--- src/rtl/serial_sub_ctrl.sv ---
// Bit-serial WIDTH-bit subtractor: one full-subtractor slice reused LSB-first,
// wrapped in valid/ready request and result handshakes.
module serial_sub_ctrl #(
  parameter int WIDTH = 8
) (
  input  logic             clk,
  input  logic             rst_n,
  input  logic             start_valid,
  output logic             start_ready,
  input  logic [WIDTH-1:0] a_in,
  input  logic [WIDTH-1:0] b_in,
  input  logic             bin_in,
  input  logic             abort,
  output logic             res_valid,
  input  logic             res_ready,
  output logic [WIDTH-1:0] diff_out,
  output logic             bout_out,
  output logic             zero_out,
  output logic             ovf_out
);

  localparam int CW = $clog2(WIDTH);

  typedef enum logic [1:0] {
    IDLE,
    RUN,
    DONE
  } state_e;

  state_e state_q, state_d;

  logic [WIDTH-1:0] a_q, a_d;
  logic [WIDTH-1:0] b_q, b_d;
  logic [WIDTH-2:0] sh_q, sh_d;     // upper result bits collected so far
  logic [CW-1:0]    cnt_q, cnt_d;
  logic             br_q, br_d;

  logic [WIDTH-1:0] diff_q, diff_d;
  logic             bout_q, bout_d;
  logic             zero_q, zero_d;
  logic             ovf_q, ovf_d;

  logic             bit_d;
  logic             bit_br;
  logic             last_bit;
  logic [WIDTH-1:0] diff_full;

  // One full-subtractor slice on the current LSBs.
  assign bit_d     = a_q[0] ^ b_q[0] ^ br_q;
  assign bit_br    = (~a_q[0] & b_q[0]) | (b_q[0] & br_q) | (~a_q[0] & br_q);
  assign last_bit  = (cnt_q == CW'(WIDTH - 1));
  assign diff_full = {bit_d, sh_q};

  always_comb begin
    // NOTE: every signal gets a default first so no path leaves it unassigned and infers a latch.
    state_d = state_q;
    a_d     = a_q;
    b_d     = b_q;
    sh_d    = sh_q;
    cnt_d   = cnt_q;
    br_d    = br_q;
    diff_d  = diff_q;
    bout_d  = bout_q;
    zero_d  = zero_q;
    ovf_d   = ovf_q;

    unique case (state_q)
      IDLE: begin
        if (start_valid) begin
          a_d     = a_in;
          b_d     = b_in;
          br_d    = bin_in;
          cnt_d   = '0;
          state_d = RUN;
        end
      end
      RUN: begin
        if (abort) begin
          state_d = IDLE;
        end else begin
          a_d   = a_q >> 1;
          b_d   = b_q >> 1;
          sh_d  = diff_full[WIDTH-1:1];
          br_d  = bit_br;
          cnt_d = cnt_q + CW'(1);
          if (last_bit) begin
            // a_q[0]/b_q[0]/bit_d are the operand and result MSBs on this cycle.
            diff_d  = diff_full;
            bout_d  = bit_br;
            zero_d  = (diff_full == '0);
            ovf_d   = (a_q[0] != b_q[0]) && (bit_d != a_q[0]);
            state_d = DONE;
          end
        end
      end
      DONE: begin
        if (res_ready) state_d = IDLE;
      end
      default: state_d = IDLE;
    endcase
  end

  // NOTE: datapath registers are reset along with the FSM so outputs read 0 out of reset.
  always_ff @(posedge clk or negedge rst_n) begin
    if (!rst_n) begin
      state_q <= IDLE;
      a_q     <= '0;
      b_q     <= '0;
      sh_q    <= '0;
      cnt_q   <= '0;
      br_q    <= 1'b0;
      diff_q  <= '0;
      bout_q  <= 1'b0;
      zero_q  <= 1'b0;
      ovf_q   <= 1'b0;
    end else begin
      // NOTE: non-blocking so every register samples the pre-edge values of the others.
      state_q <= state_d;
      a_q     <= a_d;
      b_q     <= b_d;
      sh_q    <= sh_d;
      cnt_q   <= cnt_d;
      br_q    <= br_d;
      diff_q  <= diff_d;
      bout_q  <= bout_d;
      zero_q  <= zero_d;
      ovf_q   <= ovf_d;
    end
  end

  // Gated by rst_n so the block never advertises readiness while held in reset.
  assign start_ready = rst_n && (state_q == IDLE);
  assign res_valid   = (state_q == DONE);
  assign diff_out    = diff_q;
  assign bout_out    = bout_q;
  assign zero_out    = zero_q;
  assign ovf_out     = ovf_q;

endmodule

--- config.mk ---
export PLATFORM = sky130hd
export DESIGN_NAME = serial_sub_ctrl
export DESIGN_NICKNAME = d
export VERILOG_FILES = /design/src/rtl/serial_sub_ctrl.sv
export SDC_FILE = /design/constraint.sdc
export NUM_CORES = 1
export LEC_CHECK = 0
export BUFFER_PORTS_ARGS = -buffer_cell sky130_fd_sc_hd__buf_2
export CAP_MARGIN = 40
export CORE_ASPECT_RATIO = 0.6
export CORE_MARGIN = 3
export CORE_UTILIZATION = 45
export CTS_BUF_LIST = sky130_fd_sc_hd__clkbuf_8
export CTS_CLUSTER_SIZE = 10
export DETAILED_ROUTE_END_ITERATION = 8
export HOLD_SLACK_MARGIN = 0.05
export PLACE_DENSITY = 0.64
export SYNTH_ARGS = -nofsm -noshare
export SYNTH_HDL_FRONTEND = slang
export SYNTH_SLANG_ARGS = --single-unit
--- constraint.sdc ---
create_clock -name clk -period 1.8 [get_ports clk]
set_input_delay 0.09 -clock clk [delete_from_list [all_inputs] [get_ports clk]]
set_output_delay 0.09 -clock clk [all_outputs]
set_load 0.01 [all_outputs]
==> results of run 1 <==
-- power groups by stage --
stage / logic (W) / clock network [W] / registers, W
floorplan: 0.000797 / 0 / 0.00137
CTS: 0.000994 / 0.000631 / 0.00143
global route: 0.00108 / 0.000675 / 0.00147
detailed placement: 0.000984 / 0 / 0.00145
global placement: 0.000945 / 0 / 0.00142
finish: 0.000970 / 0.000621 / 0.00142
-- routing by layer --
layer  vias to the layer above  GRT usage  routed length [um]
met1                       572      0.206                1730
met3                         6     0.0527                 169
met4                         0     0.0515                  31
li1                        555          -                   -
met2                        24      0.198                1410
met5                         -          0                   0
-- synth_stat cells --
| library cell | number |
|---|---|
| sky130_fd_sc_hd__dfrtp_1 | 40 |
| sky130_fd_sc_hd__nand2_1 | 9 |
| sky130_fd_sc_hd__nor4b_1 | 1 |
| sky130_fd_sc_hd__o31ai_1 | 1 |
| sky130_fd_sc_hd__buf_6 | 4 |
| sky130_fd_sc_hd__buf_12 | 1 |
| sky130_fd_sc_hd__fa_1 | 1 |
| sky130_fd_sc_hd__nand2b_1 | 2 |
| sky130_fd_sc_hd__or3b_1 | 1 |
| sky130_fd_sc_hd__o21ai_0 | 7 |
| sky130_fd_sc_hd__nand4bb_1 | 1 |
| sky130_fd_sc_hd__nor2b_1 | 4 |
| sky130_fd_sc_hd__mux2_2 | 27 |
| sky130_fd_sc_hd__a21oi_1 | 2 |
| sky130_fd_sc_hd__a21o_1 | 1 |
| sky130_fd_sc_hd__mux2_4 | 14 |
| sky130_fd_sc_hd__mux2i_1 | 5 |
| sky130_fd_sc_hd__buf_2 | 3 |
| sky130_fd_sc_hd__ha_1 | 3 |
| sky130_fd_sc_hd__nor2b_4 | 1 |
| sky130_fd_sc_hd__xor2_1 | 1 |
| sky130_fd_sc_hd__a21oi_4 | 1 |
| sky130_fd_sc_hd__inv_1 | 4 |
| sky130_fd_sc_hd__mux2_1 | 1 |
| sky130_fd_sc_hd__nor4_1 | 1 |
| sky130_fd_sc_hd__nor3b_1 | 1 |
| sky130_fd_sc_hd__nand2b_4 | 1 |
-- per-stage QoR --
step                      instances  area (sq um)
after floorplan                 138          1960
after global placement          225          2180
after detailed placement        225          2180
after CTS                       235          2300
after global routing            235          2300
final                           235          2300
-- layout make-up --
class | count | area [sq um]
clock buffers | 6 | 82.6
clock inverters | 2 | 10.0
fillers | 340 | 1620
inverters | 4 | 15.0
multi-input cells | 86 | 860
flip-flops and latches | 40 | 1000
well taps | 57 | 71.3
repair buffers | 40 | 258
-- registers in the layout, indices dropped and copies added, names as in the netlist --
| signal | cells |
|---|---|
| a_q | 8 |
| b_q | 8 |
| diff_out | 8 |
| sh_q | 7 |
| cnt_q | 3 |
| state_q | 2 |
| bout_out | 1 |
| br_q | 1 |
| ovf_out | 1 |
| zero_out | 1 |
-- worst max-delay path, delay by kind of cell (launching register included) --
| family | cells | cell delay, ps |
|---|---|---|
| AO/OA/AOI/OAI | 1 | 130 |
| buffers and inverters | 1 | 90 |
| adder cells (fa/ha/maj) | 1 | 630 |
| flip-flops | 1 | 370 |
| AND/OR/NAND/NOR | 2 | 320 |
-- cells by family after synthesis --
logic type	count (synthesis)
buf+inv	12
flops	40
compound gates	12
xor+xnor	1
simple gates	22
mux	47
fa+ha+maj	4
-- final timing paths --
check                         start          end  slack [ps]
hold reg to reg            zero_out     zero_out         480
setup / recovery             a_q[0]     zero_out         190
max in group asynchronous     rst_n       b_q[5]        1060
setup reg to reg             a_q[0]     zero_out         190
hold / removal              a_in[7]       a_q[7]         100
min in group asynchronous     rst_n  diff_out[5]         390
-- what timing repair did --
| item | CTS | global route |
|---|---|---|
| hold buffers | 2 | 0 |
| endpoints found under the setup margin | 0 | 0 |
| endpoints found under the hold margin | 41 | 0 |
==> qor.yml, run 1 <==
sta:
  finalHoldViolations: 0
  clock-skew-final_ps: 8.96
  final.hold.worst_slack_ps: 103
  max_freq_mhz: 620
  final_critical_path_setup_slack_ps: 187
  slew_violations: 0
  totalNegativeSetupSlack_ps: 0
  rsz0062_at_grt: "false"
  final.period_utilization: 0.896
  finalWorstPathRequiredPeriod_ps: 1610
  max_slew.worst_pin.slew_ps: 501
  finalSetupViolations: 0
  maxSlewHeadroom: 0.666
logic_synthesis:
  flip_flop_and_latch_count_after_synthesis: 40
  synth_compound_gate_area_share: 0.0390
  syn_avg_cell_area_sq_um: 14.2
  synth_seq_area_share: 0.512
  synth_xor_area_frac: 0.00448
  synth_top_cell_by_area: "sky130_fd_sc_hd__dfrtp_1"
  postSynthCellCount: 138
  post_synth_main_area_contributors: "sky130_fd_sc_hd__dfrtp_1, sky130_fd_sc_hd__mux2_2, sky130_fd_sc_hd__mux2_4"
  netlist_area_sq_um: 1960
  synth_top_family_by_area: "multiplexers"
  yosys_warnings: 0
  syn-num-nets: 164
  yosys.area_share.adder: 0.0294
  synth-simple-area-share: 0.0723
  yosysUniqueCellTypes: 27
  synth.mux.area_fraction: 0.294
  yosysTopAreaCellShare: 0.512
finish:
  layout.cells.most_common_list: "sky130_fd_sc_hd__dfrtp_1, sky130_fd_sc_hd__buf_2, sky130_fd_sc_hd__mux2_2, sky130_fd_sc_hd__mux2_4, sky130_fd_sc_hd__nand2_1"
  diodes: 0
  layout.core_utilization: 0.587
  nets: 203
  layout.cells.most_common: "sky130_fd_sc_hd__dfrtp_1"
  final_layout_size_suffix_gt1_frac: 0.506
  area_growth_pct: 17.5
detailed_routing:
  drc: 0
  detail_route.first_pass.iterations: 4
  drtIter0Drc: 41
  routed-via-count: 1157
  detail-route-antenna-nets: 0
  routed_wirelength_mm: 3.34
  avgViaCountPerCell: 4.92
  routed_wire_length_per_instance_um: 14.2
global_routing:
  grt.overflow.total: 0
  grt_start_max_net_pins: 41
  grt_pass1_vias: 1204
  wire_length_of_the_first_global_routing_pass_mm: 5.82
  track_usage: 0.143
  grt_antenna_before_repair: 0
floorplanning:
  die_h_um: 57.1
  horizontal_die_dimension_um: 91.1
  core.rowCount: 17
  top_level_ports: 35
  initial_utilization: 0.500
  die_area_sq_um: 5200
  fp.coreArea_sq_um: 3910
clocking:
  insertion_delay_ps: 290
  clock_tree.htree_level_count: 2
  postCtsSetupBuffers: 0
  postCtsResizedCells: 0
  numClockSinks: 40
  cts_max_path_buffers: 2
  numCtsBuffers: 5
  clock_tree_from_tritoncts: "built"
  clk_pin_slew_ps: 80
  library_cell_used_as_clock_root_buffer: "sky130_fd_sc_hd__clkbuf_8"
place:
  hpwl_mm: 2.38
  place_congestion: 0.789
  port-buffer-count: 34
  dpl_worst_slack_ps: 172
worst_setup_path:
  worst_path_cell_trace: "inv_1 > fa_1 > nor4b_1 > nand2_1 > o21ai_0"
  worst_path_fanout_max: 4
  critPathKind: "register to register"
  cp_slowest_cell: "sky130_fd_sc_hd__fa_1"
  timing.critical_path.required_ps: 2020
  worst-endpoint-arrival_ps: 1830
  max_stage_delay_ps: 630
  crit_path_launch_type: "register"
  ff2ff_path_depth: 5
  endpoint_kind: "register"
power_and_ir_drop:
  cellLeakagePower_nw: 1.16
  powerDensity_nw_per_um2: 1310
  share_seq_of_total_power: 0.472
  pwr-share-comb: 0.322
  p_switching_w: 0.000900
  total_power_w: 0.00301
  clkPwrFrac: 0.206
  peakVddDrop_mv: 0.498
  power.share.switching: 0.299
  internal_power_w: 0.00211
status:
  status: "finished clean"
hold_path:
  hold_path_class: "input port to register"
  hold_depth: 3
run:
  maxCapViolations: 0
Power figures use the tool's default switching activity.
==> inputs of run 2 (changes only) <==
--- a/config.mk
+++ b/config.mk
@@ -8,13 +8,13 @@
 export BUFFER_PORTS_ARGS = -buffer_cell sky130_fd_sc_hd__buf_2
 export CAP_MARGIN = 40
 export CORE_ASPECT_RATIO = 0.6
-export CORE_MARGIN = 3
 export CORE_UTILIZATION = 45
 export CTS_BUF_LIST = sky130_fd_sc_hd__clkbuf_8
 export CTS_CLUSTER_SIZE = 10
 export DETAILED_ROUTE_END_ITERATION = 8
 export HOLD_SLACK_MARGIN = 0.05
-export PLACE_DENSITY = 0.64
+export MAX_ROUTING_LAYER = met4
+export PLACE_DENSITY = 0.67
 export SYNTH_ARGS = -nofsm -noshare
 export SYNTH_HDL_FRONTEND = slang
 export SYNTH_SLANG_ARGS = --single-unit
==> run 2 against run 1 <==
Against the previous run: utilization decreased by 3.3 points; critical endpoint is now a_q[4]; sequential power hardly changed; maximum frequency is essentially flat; clock skew down 0.88 ps; via count is 2.5% higher.
==> qor.yml, run 2 (synthesis results as in run 1) <==
status:
  status: "finished clean"
finish:
  nets: 206  # +1.5%
  layout.cells.most_common: "sky130_fd_sc_hd__dfrtp_1"
  final_layout_size_suffix_gt1_frac: 0.503  # -0.00286
  diodes: 0  # unchanged
  layout.cells.most_common_list: "sky130_fd_sc_hd__dfrtp_1, sky130_fd_sc_hd__buf_2, sky130_fd_sc_hd__mux2_2, sky130_fd_sc_hd__mux2_4, sky130_fd_sc_hd__nand2_1"
  area_growth_pct: 17.4  # about the same
clocking:
  numCtsBuffers: 5  # unchanged
  insertion_delay_ps: 290  # about the same
  postCtsSetupBuffers: 0  # unchanged
  holdBufCountCts: 2  # unchanged
  cts_max_path_buffers: 2  # unchanged
  clock_tree.htree_level_count: 2  # unchanged
  clock_tree_from_tritoncts: "built"
  postCtsResizedCells: 0  # unchanged
  numClockSinks: 40  # unchanged
  clk_pin_slew_ps: 70  # about the same
  library_cell_used_as_clock_root_buffer: "sky130_fd_sc_hd__clkbuf_8"
place:
  place_congestion: 0.774  # -1.9%
  hpwl_mm: 2.50  # +5.2%
  dpl_worst_slack_ps: 191  # +19.5 ps
  port-buffer-count: 34  # unchanged
power_and_ir_drop:
  peakVddDrop_mv: 0.414  # -17%
  powerDensity_nw_per_um2: 1320  # +0.84%
  total_power_w: 0.00304  # +0.79%
  cellLeakagePower_nw: 1.17  # +0.75%
worst_setup_path:
  endpoint_kind: "register"
  crit_path_launch_type: "register"
  worst_path_fanout_max: 10  # +6
  timing.critical_path.required_ps: 1970  # -50 ps
  critPathKind: "register to register"
  worst-endpoint-arrival_ps: 1780  # -50 ps
  regToRegEndpoint: "a_q[4]"
  crit-reg2reg-launch: "state_q[0]"
  ff2ff_path_depth: 4  # -1
  reg2reg_slack_ps: 190  # about the same
detailed_routing:
  detail-route-antenna-nets: 0  # unchanged
  avgViaCountPerCell: 4.92  # about the same
  detail_route.first_pass.iterations: 4  # unchanged
  routed-via-count: 1186  # +2.5%
  drtIter0Drc: 55  # +34%
  routed_wire_length_per_instance_um: 14.3  # +0.70%
  routed_wirelength_mm: 3.45  # +3.3%
  drc: 0  # unchanged
global_routing:
  grt_start_max_net_pins: 41  # unchanged
  grt_pass1_vias: 1214  # +0.83%
  wire_length_of_the_first_global_routing_pass_mm: 5.94  # +2.0%
  grt_antenna_before_repair: 0  # unchanged
  track_usage: 0.179  # +0.0356
  grt.overflow.total: 0  # unchanged
sta:
  final_critical_path_setup_slack_ps: 189  # +1.09 ps
  finalHoldViolations: 0  # unchanged
  finalSetupViolations: 0  # unchanged
  rsz0062_at_grt: "false"
  final.period_utilization: 0.895  # about the same
  slew_violations: 0  # unchanged
  totalNegativeSetupSlack_ps: 0  # unchanged
  finalWorstPathRequiredPeriod_ps: 1610  # -1.09 ps
  max_freq_mhz: 621  # about the same
  maxSlewHeadroom: 0.667  # +0.000932
  clock-skew-final_ps: 8.08  # -0.878 ps
  max_slew.worst_pin.slew_ps: 500  # -1.40 ps
floorplanning:
  horizontal_die_dimension_um: 87.1  # -4.4%
  die_area_sq_um: 4620  # -11%
  core.rowCount: 18  # +1
  die_h_um: 53.1  # -7.0%
  top_level_ports: 35  # unchanged
  initial_utilization: 0.472  # -0.0278
  fp.coreArea_sq_um: 4140  # +5.9%
run:
  maxCapViolations: 0  # unchanged
hold_path:
  holdPathEnd: "a_q[7]"
  timing.hold.worst.start: "a_in[7]"
  hold_depth: 3  # unchanged
  hold_path_class: "input port to register"
[run 2: cell types whose count changed in the layout (fill, tap and decap cells not counted), sizes merged]
cell	before	now
inv	4	6
buf	38	41
clkinv	2	0
[run 2: area by class of cell]
cell class | instances | area (sq um)
multi-input combinational | 86 | 860
timing repair buffer | 43 | 255
fill | 370 | 1850
tap | 60 | 75.1
inverter | 4 | 15.0
clock buffer | 6 | 82.6
sequential | 40 | 1000
clock inverter | 2 | 7.51
[run 2: layer usage]
metal  up-vias  share of wire  track usage
met2        24           0.48        0.272
li1        560              -            -
met3         4          0.035       0.0484
met4         0         0.0075       0.0464
met5         -              0            -
met1       598           0.48        0.240
[run 2: how the worst max path moves through the flow]
stage,from,endpoint,slack (ps),depth (start not counted)
2_1_floorplan,cnt_q[0],bout_out,180,6
3_3_place_gp,state_q[0],a_q[1],230,4
3_5_place_dp,state_q[0],a_q[4],190,4
4_1_cts,state_q[0],a_q[4],170,4
5_1_grt,state_q[0],a_q[4],100,4
6_report,state_q[0],a_q[4],190,4
[run 2: critical path, stage by stage (launching register included)]
cell,delay (ps)
sky130_fd_sc_hd__dfrtp_1,500
sky130_fd_sc_hd__nor2b_4,200
sky130_fd_sc_hd__buf_4,220
sky130_fd_sc_hd__mux2_4,320
sky130_fd_sc_hd__mux2_4,260
[run 2: power breakdown]
group	switching, W	internal (W)
Sequential	0.000224	0.00120
Clock	0.000291	0.000301
Combinational	0.000394	0.000626
Total	0.000910	0.00213
[run 2: metrics by stage]
stage | hold slack, ps | instance area (sq um) | util | std cells
after floorplan | -206 | 1960 | - | 138
after global placement | 195 | 2190 | 0.527 | 231
after detailed placement | 193 | 2190 | 0.527 | 231
after CTS | 89.7 | 2300 | 0.554 | 241
after global routing | 147 | 2300 | 0.554 | 241
final | 95.1 | 2300 | 0.554 | 241
==> inputs of run 3 (changes only) <==
==> constraint.sdc (replaced) <==
create_clock -name clk -period 1.75 [get_ports clk]
set_input_delay 0.0875 -clock clk [delete_from_list [all_inputs] [get_ports clk]]
set_output_delay 0.0875 -clock clk [all_outputs]
set_load 0.01 [all_outputs]
==> run 3 against run 2 <==
Against the previous run: worst setup slack lost 42 ps; utilization rose by 0.15 points; clock skew fell by 2.4 ps; critical path depth did not move; power grew 1.6%; clock power decreased by 6.7%; maximum frequency is 0.52% higher; sequential power increased by 4%; critical path type unchanged; register-to-register slack worse by 40 ps; via count fell by 0.76%; routed wire length decreased by 0.75%.
==> qor.yml, run 3 (synthesis results as in run 1) <==
power_and_ir_drop:
  total_power_w: 0.00309  # +1.6%
  p_switching_w: 0.000925  # +1.7%
  peakVddDrop_mv: 0.440  # +6.1%
  share_seq_of_total_power: 0.475  # +0.006
  clkPwrFrac: 0.179  # -0.016
  power.share.switching: 0.300  # about the same
  cellLeakagePower_nw: 1.17  # -0.21%
  powerDensity_nw_per_um2: 1340  # +1.3%
  pwr-share-comb: 0.345  # +0.009
  internal_power_w: 0.00216  # +1.6%
worst_setup_path:
  regToRegEndpoint: "a_q[3]"
  cp-startpoint: "state_q[0]"
  worst-endpoint-arrival_ps: 1780  # about the same
  crit_path_launch_type: "register"
  reg2reg_slack_ps: 150  # -40 ps
  worst_path_fanout_max: 10  # unchanged
  crit-reg2reg-launch: "state_q[0]"
  critPathKind: "register to register"
  endpoint_kind: "register"
  ff2ff_path_depth: 4  # unchanged
  timing.critical_path.required_ps: 1920  # -50 ps
clocking:
  library_cell_used_as_clock_root_buffer: "sky130_fd_sc_hd__clkbuf_8"
  clk_pin_slew_ps: 70  # about the same
  insertion_delay_ps: 280  # about the same
  clock_tree.htree_level_count: 2  # unchanged
  cts_max_path_buffers: 2  # unchanged
  numClockSinks: 40  # unchanged
  clock_tree_from_tritoncts: "built"
  numCtsBuffers: 5  # unchanged
detailed_routing:
  detail-route-antenna-nets: 0  # unchanged
  drtIter0Drc: 29  # -47%
  routed-via-count: 1177  # -0.76%
  routed_wirelength_mm: 3.42  # -0.75%
  routed_wire_length_per_instance_um: 14.3  # -0.34%
  avgViaCountPerCell: 4.90  # -0.35%
  drc: 0  # unchanged
  detail_route.first_pass.iterations: 4  # unchanged
sta:
  max_slew.worst_pin.slew_ps: 501  # +0.578 ps
  finalSetupViolations: 0  # unchanged
  max_freq_mhz: 624  # +0.52%
  final.period_utilization: 0.916  # +0.0208
  rsz0062_at_grt: "false"
  totalNegativeSetupSlack_ps: 0  # unchanged
  final.hold.worst_slack_ps: 104  # +9.29 ps
  finalWorstPathRequiredPeriod_ps: 1600  # -8.35 ps
  finalHoldViolations: 0  # unchanged
  slew_violations: 0  # unchanged
  clock-skew-final_ps: 5.68  # -2.40 ps
  maxSlewHeadroom: 0.666  # about the same
place:
  hpwl_mm: 2.53  # +1.1%
  place_congestion: 0.743  # -4.1%
  port-buffer-count: 34  # unchanged
finish:
  diodes: 0  # unchanged
  nets: 206  # unchanged
  area_growth_pct: 17.7
  layout.cells.most_common_list: "sky130_fd_sc_hd__dfrtp_1, sky130_fd_sc_hd__buf_2, sky130_fd_sc_hd__mux2_2, sky130_fd_sc_hd__mux2_4, sky130_fd_sc_hd__nand2_1"
  final_layout_size_suffix_gt1_frac: 0.511  # +0.00835
  layout.cells.most_common: "sky130_fd_sc_hd__dfrtp_1"
global_routing:
  wire_length_of_the_first_global_routing_pass_mm: 5.57  # -6.3%
  track_usage: 0.171  # -0.00748
  grt_pass1_vias: 1171  # -3.5%
  grt.overflow.total: 0  # unchanged
  grt_start_max_net_pins: 41  # unchanged
  grt_antenna_before_repair: 0  # unchanged
hold_path:
  hold_depth: 3  # unchanged
  hold_path_class: "input port to register"
  timing.hold.worst.start: "a_in[7]"
  holdPathEnd: "a_q[7]"
floorplanning:
  core.rowCount: 18  # unchanged
  fp.coreArea_sq_um: 4140  # unchanged
  initial_utilization: 0.472  # unchanged
  horizontal_die_dimension_um: 87.1  # unchanged
  die_h_um: 53.1  # unchanged
  top_level_ports: 35  # unchanged
  die_area_sq_um: 4620  # unchanged
run:
  maxCapViolations: 0  # unchanged
status:
  status: "finished clean"
[run 3: cell types whose count changed in the layout (fill, tap and decap cells not counted), sizes merged]
cell	delta
clkbuf	-1
clkinv	+1
inv	-1
[run 3: power groups by stage]
stage                     Combinational [W]  Clock (W)  Sequential (W)
after floorplan                    0.000820          0         0.00141
after global placement              0.00100          0         0.00146
after detailed placement            0.00106          0         0.00148
after CTS                           0.00108   0.000563         0.00146
after global routing                0.00117   0.000603         0.00152
final                               0.00107   0.000553         0.00147
[run 3: area by class of cell]
| cell class | count | area [sq um] |
|---|---|---|
| inverter | 4 | 15.0 |
| multi-input combinational | 86 | 866 |
| sequential | 40 | 1000 |
| timing repair buffer | 43 | 268 |
| clock inverter | 2 | 8.76 |
| tap | 60 | 75.1 |
| fill | 370 | 1840 |
| clock buffer | 5 | 68.8 |
[run 3: repair_timing]
action,4_1_cts,5_1_grt
hold buffers,2,0
setup endpoints to repair,0,1
endpoints found under the hold margin,41,0
resized for setup,0,2
setup buffers,0,0
[run 3: worst max path at each step]
stage	endpoint	slack, ps	cells after the start
CTS	zero_out	80	5
detailed placement	zero_out	100	5
global placement	a_q[1]	170	4
floorplan	bout_out	130	6
global route	a_q[2]	60	4
finish	a_q[3]	150	4
[run 3: metrics by stage]
step | cells | worst slack (ps) | area, sq um | util
floorplan | 138 | 127 | 1960 | -
global placement | 231 | 175 | 2200 | 0.530
detailed placement | 231 | 95.4 | 2200 | 0.530
CTS | 240 | 78.5 | 2300 | 0.554
global route | 240 | 56.5 | 2300 | 0.556
finish | 240 | 147 | 2300 | 0.556
[run 3: worst max-delay path, stage by stage (launching register included)]
cell and delay [ps]:
sky130_fd_sc_hd__dfrtp_1 500, sky130_fd_sc_hd__nor2b_4 210, sky130_fd_sc_hd__buf_4 220, sky130_fd_sc_hd__mux2_4 320, sky130_fd_sc_hd__mux2_4 250
[run 3: metal layers]
metal / GRT usage / vias up / routed length, um
met5: - / - / 0
met4: 0.0410 / 0 / 23
met3: 0.0515 / 5 / 139
met2: 0.262 / 20 / 1640
met1: 0.226 / 592 / 1620
li1: - / 560 / -
